===== src/rtl/host_device_bus.sv =====
// Fixed-priority N-host to M-device interconnect with a combinational request
// path and response steering registered at the grant edge.
module host_device_bus #(
  parameter int NrDevices    = 1,
  parameter int NrHosts      = 1,
  parameter int DataWidth    = 32,
  parameter int AddressWidth = 32
) (
  input  logic                    clk_i,
  input  logic                    rst_ni,

  input  logic                    host_req_i            [NrHosts],
  output logic                    host_gnt_o            [NrHosts],
  input  logic [AddressWidth-1:0] host_addr_i           [NrHosts],
  input  logic                    host_we_i             [NrHosts],
  input  logic [DataWidth/8-1:0]  host_be_i             [NrHosts],
  input  logic [DataWidth-1:0]    host_wdata_i          [NrHosts],
  output logic                    host_rvalid_o         [NrHosts],
  output logic [DataWidth-1:0]    host_rdata_o          [NrHosts],
  output logic                    host_err_o            [NrHosts],

  output logic                    device_req_o          [NrDevices],
  output logic [AddressWidth-1:0] device_addr_o         [NrDevices],
  output logic                    device_we_o           [NrDevices],
  output logic [DataWidth/8-1:0]  device_be_o           [NrDevices],
  output logic [DataWidth-1:0]    device_wdata_o        [NrDevices],
  input  logic                    device_rvalid_i       [NrDevices],
  input  logic [DataWidth-1:0]    device_rdata_i        [NrDevices],
  input  logic                    device_err_i          [NrDevices],

  input  logic [AddressWidth-1:0] cfg_device_addr_base  [NrDevices],
  input  logic [AddressWidth-1:0] cfg_device_addr_mask  [NrDevices]
);

  localparam int HostIdxW = (NrHosts > 1) ? $clog2(NrHosts) : 1;
  localparam int DevIdxW  = (NrDevices > 1) ? $clog2(NrDevices) : 1;
  localparam int BeWidth  = DataWidth / 8;

  logic                    host_sel_valid;
  logic [HostIdxW-1:0]     host_sel_req;
  logic [AddressWidth-1:0] sel_addr;
  logic                    sel_we;
  logic [BeWidth-1:0]      sel_be;
  logic [DataWidth-1:0]    sel_wdata;

  logic                    dev_sel_valid;
  logic [DevIdxW-1:0]      dev_sel;

  logic [HostIdxW-1:0]     resp_host;
  logic [DevIdxW-1:0]      resp_device;
  logic                    resp_unmapped;

  logic                    dev_rvalid;
  logic [DataWidth-1:0]    dev_rdata;
  logic                    dev_err;

  // Scanning from the top index down leaves the lowest requesting host as winner.
  always_comb begin
    host_sel_valid = 1'b0;
    host_sel_req   = '0;
    sel_addr       = '0;
    sel_we         = 1'b0;
    sel_be         = '0;
    sel_wdata      = '0;
    for (int h = NrHosts - 1; h >= 0; h--) begin
      if (host_req_i[h]) begin
        host_sel_valid = 1'b1;
        host_sel_req   = HostIdxW'(h);
        sel_addr       = host_addr_i[h];
        sel_we         = host_we_i[h];
        sel_be         = host_be_i[h];
        sel_wdata      = host_wdata_i[h];
      end
    end
  end

  always_comb begin
    dev_sel_valid = 1'b0;
    dev_sel       = '0;
    for (int d = NrDevices - 1; d >= 0; d--) begin
      if ((sel_addr & cfg_device_addr_mask[d]) == cfg_device_addr_base[d]) begin
        dev_sel_valid = 1'b1;
        dev_sel       = DevIdxW'(d);
      end
    end
  end

  always_comb begin
    for (int h = 0; h < NrHosts; h++) begin
      host_gnt_o[h] = host_sel_valid && (host_sel_req == HostIdxW'(h));
    end
  end

  // Payload fans out to every device; only the strobe is qualified by decode.
  always_comb begin
    for (int d = 0; d < NrDevices; d++) begin
      device_req_o[d]   = host_sel_valid && dev_sel_valid && (dev_sel == DevIdxW'(d));
      device_addr_o[d]  = sel_addr;
      device_we_o[d]    = sel_we;
      device_be_o[d]    = sel_be;
      device_wdata_o[d] = sel_wdata;
    end
  end

  // The unmapped flag only lives for the cycle after its grant, so an idle bus
  // does not keep replaying the internally generated error response.
  always_ff @(posedge clk_i or negedge rst_ni) begin
    if (!rst_ni) begin
      resp_host     <= '0;
      resp_device   <= '0;
      resp_unmapped <= 1'b0;
    end else begin
      resp_unmapped <= host_sel_valid && !dev_sel_valid;
      if (host_sel_valid) begin
        resp_host   <= host_sel_req;
        resp_device <= dev_sel_valid ? dev_sel : '0;
      end
    end
  end

  always_comb begin
    dev_rvalid = 1'b0;
    dev_rdata  = '0;
    dev_err    = 1'b0;
    for (int d = 0; d < NrDevices; d++) begin
      if (resp_device == DevIdxW'(d)) begin
        dev_rvalid = device_rvalid_i[d];
        dev_rdata  = device_rdata_i[d];
        dev_err    = device_err_i[d];
      end
    end
  end

  always_comb begin
    for (int h = 0; h < NrHosts; h++) begin
      host_rvalid_o[h] = (resp_host == HostIdxW'(h)) && (resp_unmapped || dev_rvalid);
      host_err_o[h]    = (resp_host == HostIdxW'(h)) && (resp_unmapped || dev_err);
      host_rdata_o[h]  = ((resp_host == HostIdxW'(h)) && !resp_unmapped) ? dev_rdata : '0;
    end
  end

endmodule


===== config.mk =====
export PLATFORM = sky130hd
export DESIGN_NAME = host_device_bus
export DESIGN_NICKNAME = d
export VERILOG_FILES = /design/src/rtl/host_device_bus.sv
export SDC_FILE = /design/constraint.sdc
export NUM_CORES = 1
export LEC_CHECK = 0
export CAP_MARGIN = 20
export CORE_AREA = 2 2 107 109
export CTS_CLUSTER_SIZE = 14
export DETAILED_ROUTE_END_ITERATION = 10
export DIE_AREA = 0 0 109 111
export DONT_BUFFER_PORTS = 1
export GPL_TIMING_DRIVEN = 0
export PLACE_DENSITY = 0.3
export SLEW_MARGIN = 20
export SYNTH_ARGS = -nofsm -noshare
export SYNTH_HDL_FRONTEND = slang
export SYNTH_SLANG_ARGS = --single-unit
export TNS_END_PERCENT = 20

===== constraint.sdc =====
create_clock -name clk_i -period 2.11 [get_ports clk_i]
set_clock_uncertainty 0.15 [all_clocks]
set_input_delay 0.422 -clock clk_i [delete_from_list [all_inputs] [get_ports clk_i]]
set_output_delay 0.422 -clock clk_i [all_outputs]
set_load 0.005 [all_outputs]

### Word level (Yosys, flattened, before mapping)

Index checks and enable logic that the tools add are counted.

| cells by class | value |
|---|---|
| eq/ne operators | 1 |
| mux-type cells | 7 |
| bitwise gates (word level) | 1 |
| reduce and logical (&&, ||, !) cells | 5 |

Operators with widths:

| operator | count |
|---|---|
| 2-to-1 mux 32 bit | 3 |
| AND 32 bit | 1 |
| == test 32 bit | 1 |
| 2-to-1 mux 4 bit | 1 |
| 2-to-1 mux 1 bit | 3 |
| logical AND 1 bit | 2 |
| logical OR 1 bit | 2 |
| logical NOT 1 bit | 1 |

| storage, ports and cells | value |
|---|---|
| flip-flop bits (word level) | 1 |
| input port bits | 170 |
| word-level logic and storage cells | 15 |

### Longest topological paths before layout

Gate-level depths: netlist of run 1.

| depth | value |
|---|---|
| depth after elaboration | 6 |
| gate-level depth with buffers | 6 |
| depth with buffers taken out | 5 |

### Worst setup path after synthesis of run 1

No wires, ideal clock.

| path | value |
|---|---|
| kind | input to output |
| from | input port host_req_i |
| to | output port device_req_o |
| arrival | 1.331 ns |
| required time | 1.538 ns |
| path slack | 0.207 ns |
| cell stages on the path | 6 |
| cells stage by stage | buf_4 > nand3_1 > xor2_1 > nand4_1 > nor4_1 > and3_1 |

| on the way | value |
|---|---|
| cells in the longest elaborated chain, start to end | 5 |
| elaborated cells on any way between the ends | 6 |
| classes of those cells | eq/ne (1); mux (3); bitwise (1); reduce/logical (1) |

Ends and longest elaborated chain:

| what | RTL line | source |
|---|---|---|
| start: declaration | 12 | `input logic host_req_i [NrHosts],` |
| 2-to-1 mux 32 bit | 66 | `if (host_req_i[h]) begin` |
| AND 32 bit | 81 | `if ((sel_addr & cfg_device_addr_mask[d]) == cfg_device_addr_base[d]) begin` |
| == test 32 bit | 81 |  |
| 2-to-1 mux 1 bit | 81 |  |
| logical AND 1 bit * | 97 | `device_req_o[d] = host_sel_valid && dev_sel_valid && (dev_sel == DevIdxW'(d));` |
| end: declaration | 22 | `output logic device_req_o [NrDevices],` |

Mark *: on every way between the ends. The rest lies on a longest branch, timed or not.

### Worst setup path after layout of run 1

Ends and elaborated chain as after synthesis.

==> key figures, run 1 <==
Run status
  – Run status: complete, but fails checks
  – Violated checks: setup timing

Power and ir drop
  – P_int: 0.143 mW
  – Maximum vdd ir drop: 0.0000405 V
  – Combinational share of power: 92.2%
  – Psw: 0.142 mW
  – Leakage: 0.539 nW
  – Clock power share: 0%
  – PwrDens: 165 mW/mm2
  – Net Sw Frac: 49.8%
  – Power, Total: 0.285 mW
  – Seq pwr share: 7.8%

Cells and area
  – Diode count: 0
  – Area Overhead vs Synth: 36.7%
  – Nets: 371
  – Finished Cell Area: 0.00173 mm2
  – Layout cell share with drive strength beyond 1: 16.6%
  – Top reg by flops: resp_unmapped
  – Finished Layout Cells: 342
  – Max reg flops: 1
  – Top flop regs: resp_unmapped x1

Clocking
  – Clock slew at reported path FFs: 0 ns

Synth
  – Post-Syn Area per Cell: 6.49 um2
  – Synth Instances: 195
  – Syn. warnings: 0
  – Synth cell types: 14
  – Sequential area share after synthesis: 1.98%
  – Yosys reg bits: 1
  – Post-Syn Nets: 365
  – Post-Syn Area: 0.00127 mm2

Setup path
  – CP required: 1.54 ns
  – CP max FO: 7
  – Crit Path Class: input pin to output port
  – Worst setup EP type: output port
  – CP Data Arrival Time: 1.56 ns
  – Critical Path Start Type: input pin

Die
  – Die width: 109 um
  – Initial core utilization: 11.4%
  – Chip height: 111 um
  – Core area: 0.0111 mm2
  – Row count: 39
  – IO Pins: 275
  – Die Footprint: 0.0121 mm2

STA
  – Pins Over Slew Limit: 0
  – Final Hold Viols: 0
  – Final worst slack: -0.0250 ns
  – Tmin final: 2.14 ns
  – Slew HR: 58.5%
  – Max frequency: 468 MHz
  – Final setup fails: 1
  – Slew @ Worst Pin: 0.622 ns
  – Unrepaired setup endpoints after global routing: yes
  – Final period utilization: 101%

Route
  – Via-per-instance ratio: 4.30
  – Routed len/inst: 20.8 um
  – Final WL: 7110 um
  – Drt pass-1 iters: 4
  – Starting DRT DRC Count: 22
  – Final ANT Viol Nets: 0
  – Via count: 1,472
  – DRC Markers: 0

Global route
  – Initial antenna violation count: 0
  – Vias in the first global route: 1,437
  – First-pass GRT wire length: 8710 um
  – Gr usage total: 9.95%
  – Grt ovf: 0
  – Largest net degree at the start of global routing: 11

Run
  – Max-Cap Viols: 0

Worst hold path
  – Hold/Removal Path Class: input pin to asynchronous set/reset pin

Placement
  – Placed inst area: 0.00145 mm2
  – Inst Count DP: 338
  – Buffers added on ports: 0
  – Hpwl dp: 6070 um
  – GPL Wtd Cong: 0.766
==> worst max-delay path, cell delays in order <==
cell and delay (ns):
clkbuf_16 0.14, buf_4 0.14, nand3_2 0.05, xor2_1 0.13, nand4_1 0.12, nor4_2 0.32
and3_4 0.23
==> timing repair <==
item | CTS | global route
hold endpoints to repair | 1 | 0
cloned | 1 | 1
resized for setup | 25 | 14
hold buffers | 1 | 0
setup buffers | 1 | 0
endpoints found under the setup margin | 2 | 1
pin swaps | 9 | 18
==> path summary, 6_finish.rpt <==
path / endpoint / depth (start not counted) / start
worst max-delay path: device_req_o / 7 / host_req_i
worst min-delay path: resp_unmapped$_DFF_PN0_ / 1 / rst_ni
max in group asynchronous: resp_unmapped$_DFF_PN0_ / 1 / rst_ni
min in group clk_i: resp_unmapped$_DFF_PN0_ / 2 / host_req_i
==> metal layers <==
layer	vias up	part of all wire (%)	global-route usage, %
met3	2	13	3.06
met2	168	53	20.2
met5	-	0	0
li1	630	-	-
met1	672	34	10.0
met4	0	0.52	0.513
==> through the flow <==
stage	setup WS (ns)	util [%]	setup TNS [ns]	hold slack, ns
5_1_grt	-0.101	15.6	-0.101	0.518
3_5_place_dp	-0.363	13.0	-0.363	-0.0235
2_1_floorplan	0.207	-	0	-0.0236
3_3_place_gp	-0.343	13.0	-0.343	-0.0235
4_1_cts	-0.0918	14.7	-0.0918	0.506
6_report	-0.0250	15.6	-0.0250	0.498
==> power by group through the flow <==
| stage | clock, mW | sequential, mW | combinational (mW) |
|---|---|---|---|
| final | 0 | 0.0223 | 0.263 |
| after CTS | 0 | 0.0224 | 0.264 |
| after global routing | 0 | 0.0228 | 0.296 |
| after detailed placement | 0 | 0.0225 | 0.233 |
| after floorplan | 0 | 0.0218 | 0.175 |
| after global placement | 0 | 0.0225 | 0.236 |
==> Yosys cell counts (all sizes together) <==
| master | instances | area (um2) |
|---|---|---|
| buf | 5 | 42.5 |
| nand4 | 8 | 50.1 |
| and3 | 1 | 6.26 |
| xor2 | 32 | 280 |
| dfrtp | 1 | 25.0 |
| nor2b | 32 | 200 |
| nor4 | 2 | 12.5 |
| a21boi | 1 | 7.51 |
| or2 | 2 | 12.5 |
| clkbuf | 10 | 37.5 |
| nand3 | 32 | 160 |
| and2 | 69 | 432 |
==> logic make-up (layout without fill, tap and decap cells) <==
kind of cell	count (synthesis)	after routing	share of synthesized area (%)
AOI/OAI and AO/OA	1	1	0.593
xor gates and xnor gates	32	32	22.1
buffers and inverters	15	19	6.32
DFF	1	1	1.98
and+or+nand+nor	146	146	69.0
==> area by class of cell <==
cell class | count | area (um2)
multi-input combinational | 179 | 1340
buffer | 15 | 116
tap | 143 | 179
timing repair buffer | 4 | 70.1
fill | 1249 | 9350
sequential | 1 | 25.0
==> layout by cell type (no fill, tap or decap), drive strengths merged <==
master        n
nand3        32
and3          1
dfrtp         1
nor2b        32
clkbuf       11
dlygate4sd3   1
or2           2
a21boi        1
nand4         8
and2         69
nor4          2
buf           7
xor2         32
(Power assumes the default switching activity.)
==> inputs of run 2 (changes only) <==
Settings changed: CORE_AREA 2 2 107 109 to 4 4 106 108, DIE_AREA 0 0 109 111 to 0 0 110 112.
==> run 2 against run 1 <==
  * The run still ends with setup timing left
  * Global-route usage hardly changed
  * First-iteration DRC count increased by 14%
  * Critical path depth is the same
  * Largest cell class unchanged
  * Critical endpoint unchanged
  * Sequential cell count is the same
  * Maximum frequency decreased by 2.3%
  * Total power down 3.5%
  * Worst hold slack gained 0.0063 ns
  * Combinational power down 4%
  * Worst setup slack lost 0.050 ns
  * Largest power group unchanged
  * Sequential power hardly changed
==> key figures, run 2 (same netlist as run 1, synthesis figures left out) <==
STA
  – Max frequency: 458 MHz
  – Unrepaired setup endpoints after global routing: yes
  – Final period utilization: 104%
  – Worst Hold Slack: 0.505 ns
  – Slew HR: 61.1%
  – Final Hold Viols: 0
  – Slew @ Worst Pin: 0.583 ns
  – Final worst slack: -0.0751 ns
  – Tmin final: 2.19 ns
  – Final setup fails: 1
  – Pins Over Slew Limit: 0

Run status
  – Violated checks: setup timing
  – Run status: complete, but fails checks

Cells and area
  – Area Overhead vs Synth: 31.7%
  – Top flop regs: resp_unmapped x1
  – Area of the multi-input gates: 0.00131 mm2
  – Finished Cell Area: 0.00167 mm2
  – Diode count: 0
  – Max reg flops: 1
  – Commonest cells after routing, fill and taps aside: 69 x and2_1, 32 x nor2b_1, 28 x xor2_1
  – FF+latch area: 25.0 um2
  – Top reg by flops: resp_unmapped
  – Leading cell type in the layout, fill and taps excluded: and2_1
  – Layout cell share with drive strength beyond 1: 14.5%
  – Nets: 372
  – Fill count: 1,182

Die
  – Core area: 0.0102 mm2
  – Initial core utilization: 12.4%
  – Die width: 110 um
  – Row count: 37
  – Die Footprint: 0.0123 mm2
  – IO Pins: 275
  – Chip height: 112 um

Power and ir drop
  – Psw: 0.139 mW
  – P_int: 0.136 mW
  – Combinational share of power: 92.0%
  – Maximum vdd ir drop: 0.0000759 V
  – Net Sw Frac: 50.5%
  – Power, Total: 0.275 mW
  – Leakage: 0.526 nW
  – Seq pwr share: 8.0%
  – Clock power share: 0%
  – PwrDens: 165 mW/mm2

Setup path
  – Worst setup EP type: output port
  – Crit Path Class: input pin to output port
  – CP max FO: 5
  – CP required: 1.54 ns
  – Critical Path Start Type: input pin
  – CP Data Arrival Time: 1.61 ns

Route
  – Via-per-instance ratio: 4.26
  – Final ANT Viol Nets: 0
  – Final WL: 7330 um
  – Routed len/inst: 21.8 um
  – Via count: 1,432
  – Drt pass-1 iters: 4
  – DRC Markers: 0
  – Starting DRT DRC Count: 25

Placement
  – Placed inst area: 0.00144 mm2
  – DP Worst Slack: -0.649 ns
  – GPL Wtd Cong: 0.677
  – Buffers added on ports: 0
  – Hpwl dp: 6700 um

Run
  – Max-Cap Viols: 0

Global route
  – Largest net degree at the start of global routing: 11
  – Grt ovf: 0
  – First-pass GRT wire length: 9000 um
  – Vias in the first global route: 1,510
  – Initial antenna violation count: 0
  – Gr usage total: 9.94%

Clocking
  – Clock slew at reported path FFs: 0 ns

Worst hold path
  – Hold/Removal Path Class: input pin to asynchronous set/reset pin
==> run 2: changes by cell type in the layout (fill, tap and decap cells not counted), sizes merged <==
cell,previous run,this run
clkbuf,11,10
buf,7,9
==> run 2: how the worst max path moves through the flow <==
stage               start      endpoint  slack (ns)
2_1_floorplan  host_req_i  device_req_o        0.21
3_3_place_gp   host_req_i  device_req_o       -0.64
3_5_place_dp   host_req_i  device_req_o       -0.65
4_1_cts        host_req_i  device_req_o       -0.27
5_1_grt        host_req_i  device_req_o       -0.20
6_report       host_req_i  device_req_o       -0.08
==> run 2: repair_timing <==
| item | CTS | global route |
|---|---|---|
| setup endpoints to repair | 2 | 1 |
| hold buffers | 1 | 0 |
| pin swaps | 3 | 16 |
| setup buffers | 2 | 2 |
| resized for setup | 14 | 21 |
| hold endpoints to repair | 1 | 0 |
==> run 2: worst max-delay path, cell delays in order <==
cell and delay [ns]:
buf_12 0.12, buf_8 0.12, nand3_1 0.11, xor2_1 0.15
nand4_1 0.14, nor4_2 0.31, and3_4 0.23
==> run 2: through the flow <==
step                      TNS [ns]  std cells  utilization [%]
after floorplan                  0        195                -
after global placement      -0.929        331             14.0
after detailed placement    -0.983        331             14.0
after CTS                   -0.269        334             15.1
after global routing        -0.201        336             16.3
final                      -0.0751        336             16.3
==> run 2: power groups by stage <==
stage	Combinational [mW]	Sequential [mW]	Clock [mW]
2_1_floorplan	0.175	0.0218	0
3_3_place_gp	0.235	0.0222	0
3_5_place_dp	0.233	0.0221	0
4_1_cts	0.250	0.0221	0
5_1_grt	0.285	0.0225	0
6_report	0.253	0.0221	0
==> run 2: cell type report <==
| cell class | count | area share [%] |
|---|---|---|
| Buffer | 15 | 6.68 |
| Multi-Input combinational cell | 179 | 78.3 |
| Sequential cell | 1 | 1.50 |
| Tap cell | 136 | 10.2 |
| Timing Repair Buffer | 5 | 3.30 |
==> run 2: layer usage <==
layer  track usage (%)  part of all wire, %  vias to the layer above  wire length [um]
met4             0.499                    0                        0                 0
met2              20.1                   55                      161              4000
li1                  -                    -                      635                 -
met5                 0                    0                        -                 0
met1              11.3                   34                      636              2500
met3              1.04                   11                        0               833
